===== config.mk =====
export PLATFORM = sky130hd
export DESIGN_NAME = pipe_regfile_flat
export DESIGN_NICKNAME = d
export VERILOG_FILES = /design/src/rtl/pipe_regfile_if.sv /design/src/rtl/pipe_regfile.sv /design/src/flat_wrapper.sv
export SDC_FILE = /design/constraint.sdc
export NUM_CORES = 1
export LEC_CHECK = 0
export CORE_UTILIZATION = 57
export DETAILED_ROUTE_END_ITERATION = 6
export GPL_TIMING_DRIVEN = 0
export PLACE_DENSITY = 0.94
export SYNTH_ARGS = -nofsm -noshare
export SYNTH_HDL_FRONTEND = slang
export SYNTH_SLANG_ARGS = --single-unit

===== constraint.sdc =====
create_clock -name clock -period 3.9 [get_ports clock]
set_clock_uncertainty 0.15 [all_clocks]
set_input_delay 0.78 -clock clock [delete_from_list [all_inputs] [get_ports clock]]
set_output_delay 0.78 -clock clock [all_outputs]
set_load 0.02 [all_outputs]

===== src/rtl/pipe_regfile_if.sv =====
// pipe_regfile_if: bundles every non-clock/reset signal of the pipelined
// register file so the controller and the file share one typed connection.
//   master modport : the pipeline controller (drives addresses, strobes)
//   slave modport  : the register file (drives read data, hazards, flags)
// Signal groups:
//   read ports  rd_en1/2, rd_addr1/2 -> rd_data1/2, hazard1/2, stall
//   write port  wr_en, wr_addr, wr_data
//   scoreboard  issue_en, issue_addr, flush -> err_overflow, err_underflow
//   debug       dbg_sel -> dbg_data
interface pipe_regfile_if #(
  parameter int DATA_W   = 8,
  parameter int NREG     = 4,
  parameter int ADDR_W   = $clog2(NREG),
  parameter int PEND_MAX = 3
);
  logic              rd_en1;
  logic              rd_en2;
  logic [ADDR_W-1:0] rd_addr1;
  logic [ADDR_W-1:0] rd_addr2;
  logic [DATA_W-1:0] rd_data1;
  logic [DATA_W-1:0] rd_data2;
  logic              wr_en;
  logic [ADDR_W-1:0] wr_addr;
  logic [DATA_W-1:0] wr_data;
  logic              issue_en;
  logic [ADDR_W-1:0] issue_addr;
  logic              flush;
  logic              stall;
  logic              hazard1;
  logic              hazard2;
  logic              err_overflow;
  logic              err_underflow;
  logic [ADDR_W-1:0] dbg_sel;
  logic [DATA_W-1:0] dbg_data;

  modport master (
    output rd_en1, rd_en2, rd_addr1, rd_addr2,
    output wr_en, wr_addr, wr_data,
    output issue_en, issue_addr, flush, dbg_sel,
    input  rd_data1, rd_data2, stall, hazard1, hazard2,
    input  err_overflow, err_underflow, dbg_data
  );

  modport slave (
    input  rd_en1, rd_en2, rd_addr1, rd_addr2,
    input  wr_en, wr_addr, wr_data,
    input  issue_en, issue_addr, flush, dbg_sel,
    output rd_data1, rd_data2, stall, hazard1, hazard2,
    output err_overflow, err_underflow, dbg_data
  );
endinterface


===== src/rtl/pipe_regfile.sv =====
// pipe_regfile: NREG x DATA_W register file with two combinational read
// ports (write-through bypass), one write port, a per-register counter of
// outstanding writes, and a debug read port without bypass.
// Ports:
//   clock  rising-edge clock for all state
//   reset  synchronous active-high, clears registers, counters and flags
//   bus    pipe_regfile_if.slave (read/write/scoreboard/debug signals)
// Hazards and stall are combinational from the current counters; the
// overflow/underflow flags are sticky until reset.
module pipe_regfile #(
  parameter int DATA_W   = 8,
  parameter int NREG     = 4,
  parameter int ADDR_W   = $clog2(NREG),
  parameter int PEND_MAX = 3
) (
  input logic          clock,
  input logic          reset,
  pipe_regfile_if.slave bus
);
  localparam int CW = $clog2(PEND_MAX + 1);
  localparam logic [CW-1:0] PEND_ZERO = '0;
  localparam logic [CW-1:0] PEND_ONE  = CW'(32'd1);
  localparam logic [CW-1:0] PEND_FULL = CW'(PEND_MAX);

  logic [DATA_W-1:0] regs_r [NREG];
  logic [CW-1:0]     pend_r [NREG];
  logic [CW-1:0]     pend_nxt_s [NREG];
  logic              err_ovf_r;
  logic              err_unf_r;
  logic              ovf_set_s;
  logic              unf_set_s;
  logic              hit1_s;
  logic              hit2_s;
  logic              hazard1_s;
  logic              hazard2_s;

  // Read ports with same-cycle write-through bypass; rd_en does not gate data.
  always_comb begin
    hit1_s = bus.wr_en && (bus.wr_addr == bus.rd_addr1);
    hit2_s = bus.wr_en && (bus.wr_addr == bus.rd_addr2);
    if (hit1_s) begin
      bus.rd_data1 = bus.wr_data;
    end else begin
      bus.rd_data1 = regs_r[bus.rd_addr1];
    end
    if (hit2_s) begin
      bus.rd_data2 = bus.wr_data;
    end else begin
      bus.rd_data2 = regs_r[bus.rd_addr2];
    end
    bus.dbg_data = regs_r[bus.dbg_sel];
  end

  // Hazard detection: a read of a register with outstanding writes stalls,
  // unless the only outstanding write is retiring now and is bypassed.
  always_comb begin
    hazard1_s = bus.rd_en1 && (pend_r[bus.rd_addr1] != PEND_ZERO)
                && !(hit1_s && (pend_r[bus.rd_addr1] == PEND_ONE));
    hazard2_s = bus.rd_en2 && (pend_r[bus.rd_addr2] != PEND_ZERO)
                && !(hit2_s && (pend_r[bus.rd_addr2] == PEND_ONE));
    bus.hazard1       = hazard1_s;
    bus.hazard2       = hazard2_s;
    bus.stall         = hazard1_s | hazard2_s;
    bus.err_overflow  = err_ovf_r;
    bus.err_underflow = err_unf_r;
  end

  // Scoreboard next state: issue increments, retire decrements, both cancel.
  // Flush wins over everything and leaves the sticky flags alone.
  always_comb begin
    ovf_set_s = 1'b0;
    unf_set_s = 1'b0;
    for (int i = 0; i < NREG; i++) begin
      pend_nxt_s[i] = pend_r[i];
      if (bus.flush) begin
        pend_nxt_s[i] = PEND_ZERO;
      end else begin
        case ({bus.issue_en && (bus.issue_addr == ADDR_W'(i)),
               bus.wr_en && (bus.wr_addr == ADDR_W'(i))})
          2'b10: begin
            if (pend_r[i] == PEND_FULL) begin
              ovf_set_s = 1'b1;
            end else begin
              pend_nxt_s[i] = pend_r[i] + PEND_ONE;
            end
          end
          2'b01: begin
            if (pend_r[i] == PEND_ZERO) begin
              unf_set_s = 1'b1;
            end else begin
              pend_nxt_s[i] = pend_r[i] - PEND_ONE;
            end
          end
          default: pend_nxt_s[i] = pend_r[i];
        endcase
      end
    end
  end

  // Register storage; reset blocks any write issued in the same cycle.
  always_ff @(posedge clock) begin
    if (reset) begin
      for (int i = 0; i < NREG; i++) begin
        regs_r[i] <= '0;
      end
    end else if (bus.wr_en) begin
      regs_r[bus.wr_addr] <= bus.wr_data;
    end
  end

  // Pending counters and sticky error flags.
  always_ff @(posedge clock) begin
    if (reset) begin
      for (int i = 0; i < NREG; i++) begin
        pend_r[i] <= PEND_ZERO;
      end
      err_ovf_r <= 1'b0;
      err_unf_r <= 1'b0;
    end else begin
      for (int i = 0; i < NREG; i++) begin
        pend_r[i] <= pend_nxt_s[i];
      end
      err_ovf_r <= err_ovf_r | ovf_set_s;
      err_unf_r <= err_unf_r | unf_set_s;
    end
  end
endmodule


===== src/flat_wrapper.sv =====
// flat-port wrapper written by rule: the top's interface ports become plain ports
module pipe_regfile_flat 
#(
  parameter int DATA_W   = 8,
  parameter int NREG     = 4,
  parameter int ADDR_W   = $clog2(NREG),
  parameter int PEND_MAX = 3
)
  (clock, reset, bus_rd_en1, bus_rd_en2, bus_rd_addr1, bus_rd_addr2, bus_wr_en, bus_wr_addr, bus_wr_data, bus_issue_en, bus_issue_addr, bus_flush, bus_dbg_sel, bus_rd_data1, bus_rd_data2, bus_stall, bus_hazard1, bus_hazard2, bus_err_overflow, bus_err_underflow, bus_dbg_data);
  pipe_regfile_if #(.DATA_W(DATA_W), .NREG(NREG), .ADDR_W(ADDR_W), .PEND_MAX(PEND_MAX)) bus_i ();
  input logic clock;
  input logic reset;
  input wire logic [$bits(bus_i.rd_en1)-1:0] bus_rd_en1;
  input wire logic [$bits(bus_i.rd_en2)-1:0] bus_rd_en2;
  input wire logic [$bits(bus_i.rd_addr1)-1:0] bus_rd_addr1;
  input wire logic [$bits(bus_i.rd_addr2)-1:0] bus_rd_addr2;
  input wire logic [$bits(bus_i.wr_en)-1:0] bus_wr_en;
  input wire logic [$bits(bus_i.wr_addr)-1:0] bus_wr_addr;
  input wire logic [$bits(bus_i.wr_data)-1:0] bus_wr_data;
  input wire logic [$bits(bus_i.issue_en)-1:0] bus_issue_en;
  input wire logic [$bits(bus_i.issue_addr)-1:0] bus_issue_addr;
  input wire logic [$bits(bus_i.flush)-1:0] bus_flush;
  input wire logic [$bits(bus_i.dbg_sel)-1:0] bus_dbg_sel;
  output wire logic [$bits(bus_i.rd_data1)-1:0] bus_rd_data1;
  output wire logic [$bits(bus_i.rd_data2)-1:0] bus_rd_data2;
  output wire logic [$bits(bus_i.stall)-1:0] bus_stall;
  output wire logic [$bits(bus_i.hazard1)-1:0] bus_hazard1;
  output wire logic [$bits(bus_i.hazard2)-1:0] bus_hazard2;
  output wire logic [$bits(bus_i.err_overflow)-1:0] bus_err_overflow;
  output wire logic [$bits(bus_i.err_underflow)-1:0] bus_err_underflow;
  output wire logic [$bits(bus_i.dbg_data)-1:0] bus_dbg_data;
  assign bus_i.rd_en1 = bus_rd_en1;
  assign bus_i.rd_en2 = bus_rd_en2;
  assign bus_i.rd_addr1 = bus_rd_addr1;
  assign bus_i.rd_addr2 = bus_rd_addr2;
  assign bus_i.wr_en = bus_wr_en;
  assign bus_i.wr_addr = bus_wr_addr;
  assign bus_i.wr_data = bus_wr_data;
  assign bus_i.issue_en = bus_issue_en;
  assign bus_i.issue_addr = bus_issue_addr;
  assign bus_i.flush = bus_flush;
  assign bus_i.dbg_sel = bus_dbg_sel;
  assign bus_rd_data1 = bus_i.rd_data1;
  assign bus_rd_data2 = bus_i.rd_data2;
  assign bus_stall = bus_i.stall;
  assign bus_hazard1 = bus_i.hazard1;
  assign bus_hazard2 = bus_i.hazard2;
  assign bus_err_overflow = bus_i.err_overflow;
  assign bus_err_underflow = bus_i.err_underflow;
  assign bus_dbg_data = bus_i.dbg_data;
  pipe_regfile #(.DATA_W(DATA_W), .NREG(NREG), .ADDR_W(ADDR_W), .PEND_MAX(PEND_MAX)) u_core (.clock(clock), .reset(reset), .bus(bus_i));
endmodule

==> results.yml, run 1 <==
sta:
  fmax_mhz: 263
  holdWs_ns: 0.319
  min_period_ns: 3.81
  maxSlewViolCount: 0
  finalSetupTns_ns: 0
  slew-limit-headroom_pct: 59.6
  final_hold_viol_count: 0
  fin_crit_sh_pct: 97.6
  rsz0062_at_grt: "false"
  finalSetupViolCount: 0
  worst_pin_slew_ns: 0.606
global_route:
  antenna_found_initial: 0
  grtUsageTotal_pct: 25.4
  grt_max_degree: 14
  gr-total-overflow: 0
  first_global_vias: 2151
  grt_pass1_wl_um: 9840
detailed_routing:
  antenna_left: 0
  post_drt_wl_per_cell_um: 18.3
  drt_iter0_markers: 159
  wirelength_um: 6580
  vias_per_cell: 6.08
  vias: 2188
  drtPass1Iterations: 4
  drc: 0
power_and_ir_drop:
  power_mw: 1.24
  power.density_mw_per_mm2: 344
  net-switching-power_mw: 0.325
  combPwrFrac_pct: 28.4
  peakVddDrop_mv: 0.219
  pwr-share-clk_pct: 28.6
  pwr-share-seq_pct: 43.0
  p_leak_nw: 1.41
  sw_frac_of_total_pct: 26.3
  p_int_mw: 0.913
die:
  fp.dieW_um: 73.5
  start_util_pct: 60.5
  core_area_mm2: 0.00482
  dieArea_mm2: 0.00540
  row_count: 25
  die_height_um: 73.5
  num_io_pins: 54
clocking:
  clockBufferDepth: 2
  cts_resized: 0
  cts_setup_buffers: 0
  h-tree-depth: 2
  cts_buffers: 5
  clk_latency_ns: 0.30
  ctsHoldBuffers: 0
  clkTransAtPathRegs_ns: 0.07
  cts_num_sinks: 42
  cts_root_buf: "clkbuf_8"
  cts_tree: "done"
worst_setup_path:
  worstPathRequired_ns: 2.97
  crit_type: "primary input to primary output"
  cp-start-kind: "primary input"
  reg2regPathDepth: 4
  ff2ff_setup_slack_ns: 2.49
  r2r-start: "u_core.pend_r[3][1]"
  critPathArrivalTime_ns: 2.88
  cp_max_fo: 10
  r2r_end: "u_core.bus.err_underflow"
  worstSetupEndpointType: "primary output"
final_layout:
  finalNetCount: 321
  seqCellArea_mm2: 0.00116
  area_delta_synth_final_pct: 23.4
  fillCellCount: 312
  antenna_cells: 0
  multi_input_area_mm2: 0.00159
  drive_above_1_share_pct: 23.9
synth:
  syn-num-nets: 266
  seq_area_frac_synth_pct: 39.8
  synthArstFlopShare_pct: 0
  synth.distinct_cells: 40
  ys_ff_latch: 42
  synth_edf_count: 32
  syn_area_per_cell_um2: 12.3
  syn-instance-count: 237
  ys.flop_type: "edfxtp_1"
  yosysWarningCount: 0
  syn-cell-area_mm2: 0.00291
placed_design:
  hpwl_um: 4750
  globalplace.congestion: 0.838
  portBuffers: 48
min_path:
  whs_path_depth: 2
  hp-start: "u_core.bus.err_overflow"
  hold_path_class: "register to register"
  hold_path_end: "u_core.bus.err_overflow"
outcome:
  outcome: "finished, final reports clean"
job:
  max_cap_viol_count: 0
==> through the flow <==
stage	utilization (%)	worst slack, ns	instance area (um2)	std cells
2_1_floorplan	-	1.22	2910	237
3_3_place_gp	72.2	0.136	3480	352
3_5_place_dp	72.2	0.104	3480	352
4_1_cts	74.6	0.104	3590	360
5_1_grt	74.6	0.0500	3590	360
6_report	74.6	0.0931	3590	360
==> worst max-delay path, stage by stage <==
cell and delay [ns]:
clkdlybuf4s50_1 0.51, buf_6 0.22, mux4_2 0.54, a21oi_2 0.16
o22ai_1 0.11, clkdlybuf4s50_1 0.56
==> per-layer routing <==
layer | up-vias | routed length (um) | GRT usage (%)
li1 | 999 | - | -
met1 | 1073 | 2440 | 27.4
met2 | 101 | 3580 | 48.0
met3 | 15 | 413 | 5.08
met4 | 0 | 146 | 10.5
met5 | - | 0 | 0
==> cell families after synthesis <==
logic type,synth area share (%)
buffers and inverters,5.50
AO/OA/AOI/OAI,6.53
multiplexers,30.1
XOR/XNOR,1.72
AND/OR/NAND/NOR,14.6
adder cells (fa/ha/maj),1.72
flip-flops,39.8
==> synth_stat cells (2+ instances only) <==
cell	number	area, um2
a211oi_1	2	15.0
a21o_1	5	37.5
a21oi_1	6	30.0
a21oi_2	2	17.5
a22oi_1	2	15.0
and3b_1	2	17.5
buf_1	2	7.51
buf_2	6	30.0
buf_6	3	33.8
dfxtp_1	10	200
edfxtp_1	32	961
ha_1	4	50.1
inv_1	17	63.8
mux2_4	16	240
mux4_1	2	52.6
mux4_2	26	586
nand2_1	14	52.6
nand2b_1	9	56.3
nand3_1	6	30.0
nand3_4	2	35.0
nand3b_1	3	22.5
nor2_1	39	146
nor3_1	2	10.0
o21ai_0	2	10.0
o22ai_1	5	31.3
or2_2	2	12.5
xnor2_1	2	17.5
xnor2_2	2	32.5
==> layout by cell type (no fill, tap or decap), types with 6 or more instances in the layout <==
cell / instances
inv_1: 17
clkdlybuf4s50_1: 48
mux2_4: 16
nand2_1: 14
nand2b_1: 9
mux4_2: 26
nor2_1: 39
edfxtp_1: 32
clkbuf_8: 7
a21oi_1: 6
buf_2: 6
nand3_1: 6
dfxtp_1: 10
==> final cells by class <==
cell class	count	share of cell area, %
buffer	14	2.68
clock buffer	7	2.40
clock inverter	1	0.835
inverter	17	1.78
multi-input combinational	164	44.3
sequential	42	32.3
tap	67	2.33
timing repair buffer	48	13.4
==> sequential cells by signal, summed over array words and instances, names as in the netlist <==
signal / cells
u_core.bus.err_overflow: 1
u_core.bus.err_underflow: 1
u_core.pend_r: 8
u_core.regs_r: 32
==> worst max path at each step <==
stage / cells past startpoint / end / start
6_report: 6 / bus_stall / bus_rd_addr1[0]
5_1_grt: 6 / bus_stall / bus_rd_addr2[0]
4_1_cts: 6 / bus_stall / bus_rd_addr1[0]
3_5_place_dp: 5 / bus_rd_data2[7] / bus_rd_addr2[0]
3_3_place_gp: 5 / bus_rd_data1[0] / bus_rd_addr1[0]
2_1_floorplan: 4 / bus_stall / bus_rd_addr2[0]
==> power by group through the flow <==
stage                     Combinational, mW  Sequential [mW]  Clock (mW)
final                                 0.352            0.533       0.354
after global routing                  0.369            0.535       0.368
after global placement                0.341            0.538           0
after detailed placement              0.351            0.542           0
after CTS                             0.352            0.532       0.353
after floorplan                       0.225            0.535           0
No activity file was read; power rests on OpenSTA's default activity.
==> run 2: changes to the inputs <==
--- a/config.mk
+++ b/config.mk
@@ -9,6 +9,7 @@
 export DETAILED_ROUTE_END_ITERATION = 6
 export GPL_TIMING_DRIVEN = 0
 export PLACE_DENSITY = 0.94
+export RECOVER_POWER = 100
 export SYNTH_ARGS = -nofsm -noshare
 export SYNTH_HDL_FRONTEND = slang
 export SYNTH_SLANG_ARGS = --single-unit
==> run 2 against run 1 <==
Die area unchanged. Combinational power is 4% lower. First-iteration DRC count is 6.9% lower. Clock-buffer cell count did not move. Core utilization down 0.62 points. Hold slack worse by 0.0070 ns. Design area fell by 0.84%. Critical path depth shrank 1. Register-to-register slack barely moved. Wire length grew 0.26%. Via count down 0.59%.
==> results.yml, run 2 (synthesis results as in run 1) <==
outcome:
  outcome: "finished, final reports clean"
sta:
  fmax_mhz: 260
  worst_pin_slew_ns: 0.715
  maxSlewViolCount: 0
  rsz0062_at_grt: "false"
  slew-limit-headroom_pct: 52.3
  holdWs_ns: 0.312
  final_hold_viol_count: 0
  fin_crit_sh_pct: 98.4
  finalSetupTns_ns: 0
  min_period_ns: 3.84
  finalSetupViolCount: 0
  finalWorstSetupSlack_ns: 0.0610
die:
  fp.dieW_um: 73.5
  core_area_mm2: 0.00482
  die_height_um: 73.5
  row_count: 25
  num_io_pins: 54
  dieArea_mm2: 0.00540
  start_util_pct: 60.5
clocking:
  cts_tree: "done"
  h-tree-depth: 2
  ctsHoldBuffers: 0
  cts_num_sinks: 42
  cts_root_buf: "clkbuf_8"
  clkTransAtPathRegs_ns: 0.07
  cts_buffers: 5
  clockBufferDepth: 2
  cts_setup_buffers: 0
  cts_resized: 0
  clk_latency_ns: 0.30
worst_setup_path:
  worstPathRequired_ns: 2.97
  worstSetupEndpointType: "primary output"
  cp_max_fo: 10
  reg2regPathDepth: 4
  crit_start: "bus_rd_addr2[0]"
  critPathMaxStageDelay_ns: 0.55
  cp-start-kind: "primary input"
  critical_path.most_common_cell: "clkdlybuf4s50_1"
  crit_type: "primary input to primary output"
  critPathArrivalTime_ns: 2.91
  r2r-start: "u_core.pend_r[3][1]"
  cp_cell_sequence: "clkdlybuf4s50_1, buf_6, mux4_2, mux2_1, clkdlybuf4s50_1"
  slowest_stage: "clkdlybuf4s50_1"
final_layout:
  layout_common_cells: "nor2_1 (39), clkdlybuf4s50_1 (36), edfxtp_1 (32), mux4_2 (26), inv_1 (17)"
  reg_top3: "u_core.regs_r (32), u_core.pend_r (8)"
  fillCellCount: 327
  area_delta_synth_final_pct: 22.3
  final_common_cell: "nor2_1"
  drive_above_1_share_pct: 20.8
  largest_register_ff_count: 32
  fin_area_mm2: 0.00356
  finalNetCount: 321
  antenna_cells: 0
  largest-register: "u_core.regs_r"
global_route:
  first_global_vias: 2151
  grtUsageTotal_pct: 25.4
  gr-total-overflow: 0
  grt_pass1_wl_um: 9840
  antenna_found_initial: 0
  grt_max_degree: 14
placed_design:
  globalplace.congestion: 0.838
  post-place-ws_ns: 0.104
  portBuffers: 48
  placed_area_mm2: 0.00348
  hpwl_um: 4750
power_and_ir_drop:
  power.density_mw_per_mm2: 343
  peakVddDrop_mv: 0.216
  power_mw: 1.22
  p_leak_nw: 1.38
detailed_routing:
  antenna_left: 0
  vias: 2175
  vias_per_cell: 6.04
  wirelength_um: 6590
  drtPass1Iterations: 4
  drt_iter0_markers: 148
  drc: 0
  post_drt_wl_per_cell_um: 18.3
min_path:
  hp-start: "u_core.bus.err_overflow"
  hold_path_class: "register to register"
  whs_path_depth: 2
job:
  max_cap_viol_count: 0
==> run 2: final cells by class <==
type                       count  area (um2)  area share (%)
multi-input combinational    164        1570            43.9
clock inverter                 1        30.0           0.842
clock buffer                   7        86.3            2.42
inverter                      17        63.8            1.79
tap                           67        83.8            2.35
timing repair buffer          48         480            13.5
buffer                        14        92.6            2.60
sequential                    42        1160            32.6
==> run 2: final timing paths <==
check / end / slack, ns
max: bus_rd_data2[0] / 0.06
min reg2reg: u_core.bus.err_overflow / 0.31
max reg2reg: u_core.bus.err_underflow / 2.49
min: u_core.bus.err_overflow / 0.31
==> run 2: where the power goes <==
part / switching, mW / total [mW] / internal (mW)
logic: 0.157 / 0.337 / 0.179
registers: 0.0211 / 0.533 / 0.511
clock network: 0.145 / 0.354 / 0.209
total: 0.324 / 1.22 / 0.900
==> run 2: layer usage <==
metal / part of all wire, % / global-route usage [%] / routed length (um) / vias up
li1: - / - / - / 996
met1: 35 / 27.4 / 2320 / 1050
met2: 55 / 48.0 / 3600 / 118
met3: 9.0 / 5.08 / 595 / 11
met4: 1.3 / 10.5 / 85 / 0
met5: 0 / 0 / 0 / -
==> run 2: critical path, delay by kind of cell <==
kind	cells	cell delay (ns)
multiplexers	2	0.84
buffers and inverters	3	1.28
==> run 2: metrics by stage <==
stage               instances  util [%]
finish                    360      74.0
detailed placement        352      72.2
floorplan                 237         -
CTS                       360      74.6
global route              360      74.0
global placement          352      72.2
==> run 3: changes to the inputs <==
--- a/config.mk
+++ b/config.mk
@@ -5,10 +5,10 @@
 export SDC_FILE = /design/constraint.sdc
 export NUM_CORES = 1
 export LEC_CHECK = 0
-export CORE_UTILIZATION = 57
+export CORE_UTILIZATION = 53
 export DETAILED_ROUTE_END_ITERATION = 6
 export GPL_TIMING_DRIVEN = 0
-export PLACE_DENSITY = 0.94
+export PLACE_DENSITY = 0.89
 export RECOVER_POWER = 100
 export SYNTH_ARGS = -nofsm -noshare
 export SYNTH_HDL_FRONTEND = slang
==> constraint.sdc (replaced) <==
create_clock -name clock -period 3.6 [get_ports clock]
set_clock_uncertainty 0.15 [all_clocks]
set_input_delay 0.72 -clock clock [delete_from_list [all_inputs] [get_ports clock]]
set_output_delay 0.72 -clock clock [all_outputs]
set_load 0.02 [all_outputs]
==> run 3 against run 2 <==
Global-route usage shrank 2.6 points. Highest routed layer unchanged. Clock-buffer cell count did not move. Register-to-register slack lost 0.29 ns.
==> results.yml, run 3 (synthesis results as in run 1) <==
min_path:
  hold_path_class: "register to register"
  whs_path_depth: 2
  hold_path_end: "u_core.bus.err_underflow"
  hp-start: "u_core.bus.err_underflow"
final_layout:
  drive_above_1_share_pct: 17.4
  reg_top3: "u_core.regs_r (32), u_core.pend_r (8)"
  layout_common_cells: "nor2_1 (39), edfxtp_1 (32), mux4_2 (26), clkdlybuf4s50_1 (18)"
  largest-register: "u_core.regs_r"
  finalNetCount: 321
  fin_area_mm2: 0.00352
  largest_register_ff_count: 32
  area_delta_synth_final_pct: 20.8
  final_cells: 363
  antenna_cells: 0
  final_common_cell: "nor2_1"
  fillCellCount: 390
sta:
  fmax_mhz: 287
  fin_crit_sh_pct: 96.8
  maxSlewViolCount: 0
  finalSetupViolCount: 0
  min_period_ns: 3.49
  rsz0062_at_grt: "false"
  worst_pin_slew_ns: 0.803
  final_hold_viol_count: 0
  slew-limit-headroom_pct: 46.5
worst_setup_path:
  reg2regPathDepth: 4
  r2r-start: "u_core.pend_r[3][1]"
  worstPathRequired_ns: 2.73
  ff2ff_setup_slack_ns: 2.20
  cp_max_fo: 10
  worstSetupEndpointType: "primary output"
  r2r_end: "u_core.bus.err_underflow"
  crit_type: "primary input to primary output"
  cp-start-kind: "primary input"
  critPathArrivalTime_ns: 2.62
clocking:
  cts_root_buf: "clkbuf_8"
  h-tree-depth: 2
  cts_tree: "done"
  clockBufferDepth: 2
  clkTransAtPathRegs_ns: 0.08
  cts_setup_buffers: 0
  cts_buffers: 5
  cts_num_sinks: 42
  ctsHoldBuffers: 0
  clk_latency_ns: 0.29
power_and_ir_drop:
  power.density_mw_per_mm2: 361
  power_mw: 1.27
  p_leak_nw: 1.41
  peakVddDrop_mv: 0.258
placed_design:
  dp_cells: 355
  placed_area_mm2: 0.00348
  portBuffers: 48
  globalplace.congestion: 0.855
  hpwl_um: 4730
global_route:
  grt_pass1_wl_um: 10000
  grt_max_degree: 13
  antenna_found_initial: 0
  first_global_vias: 2083
  grtUsageTotal_pct: 22.8
  gr-total-overflow: 0
die:
  row_count: 26
  start_util_pct: 56.0
  dieArea_mm2: 0.00580
  fp.dieW_um: 76.2
  core_area_mm2: 0.00520
  die_height_um: 76.2
  num_io_pins: 54
detailed_routing:
  post_drt_wl_per_cell_um: 17.8
  antenna_left: 0
  vias: 2111
  wirelength_um: 6450
  vias_per_cell: 5.82
  drc: 0
  drtPass1Iterations: 5
  drt_iter0_markers: 145
job:
  max_cap_viol_count: 0
outcome:
  outcome: "finished, final reports clean"
-- run 3: cell count changes in the layout (fill, tap and decap cells not counted) --
cell / change
buf_6: -2
a21oi_1: +1
a21oi_2: -1
buf_8: +2
mux2_2: -1
dlymetal6s2s_1: +2
dlygate4sd3_1: -1
mux2_1: +8
clkbuf_1: +1
dlygate4sd2_1: +17
clkdlybuf4s50_1: -18
mux2_4: -7
clkbuf_8: -1
-- run 3: critical path, stage by stage --
cell,delay [ns]
clkdlybuf4s50_1,0.54
buf_8,0.20
mux4_2,0.52
mux2_1,0.31
dlygate4sd2_1,0.32
-- run 3: worst max-delay path by stage --
| stage | start | endpoint | slack, ns | cells after the start |
|---|---|---|---|---|
| after floorplan | bus_rd_addr2[0] | bus_stall | 1.04 | 4 |
| after global placement | bus_rd_addr1[0] | bus_rd_data1[0] | -0.05 | 5 |
| after detailed placement | bus_rd_addr2[0] | bus_rd_data2[1] | -0.08 | 5 |
| after CTS | bus_rd_addr1[0] | bus_hazard1 | 0.006 | 6 |
| after global routing | bus_rd_addr1[0] | bus_rd_data1[0] | 0.06 | 5 |
| final | bus_rd_addr1[0] | bus_rd_data1[5] | 0.11 | 5 |
-- run 3: layout make-up --
cell class,count,area (um2),share of cell area [%]
clock buffer,7,76.3,2.17
timing repair buffer,48,464,13.2
tap,70,87.6,2.49
sequential,42,1160,33.0
multi-input combinational,164,1540,43.7
clock inverter,1,30.0,0.853
buffer,14,100,2.84
inverter,17,63.8,1.81
-- run 3: report_power, final --
group / switching [mW] / total [mW] / leakage, nW / internal [mW]
clock: 0.154 / 0.362 / 0.0524 / 0.207
combinational: 0.166 / 0.331 / 0.959 / 0.165
sequential: 0.0231 / 0.577 / 0.396 / 0.554
-- run 3: through the flow --
stage / setup slack, ns / TNS, ns / utilization [%] / hold slack (ns)
3_3_place_gp: -0.0506 / -0.482 / 66.9 / 0.305
6_report: 0.115 / 0 / 67.6 / 0.318
5_1_grt: 0.0627 / 0 / 67.6 / 0.344
4_1_cts: 0.00600 / 0 / 68.6 / 0.323
2_1_floorplan: 1.04 / 0 / - / 0.352
3_5_place_dp: -0.0821 / -0.960 / 66.9 / 0.308
-- run 3: routing by layer --
metal / share of wire [%] / track usage (%) / routed length (um)
met5: 0 / 0 / 0
met4: 1.7 / 9.42 / 110
met3: 5.5 / 3.95 / 354
met2: 53 / 41.3 / 3410
met1: 40 / 26.6 / 2570
-- run 3: timing repair --
item	in CTS	in global routing
cloned	0	0
endpoints found under the setup margin	18	2
gates resized for setup	18	3
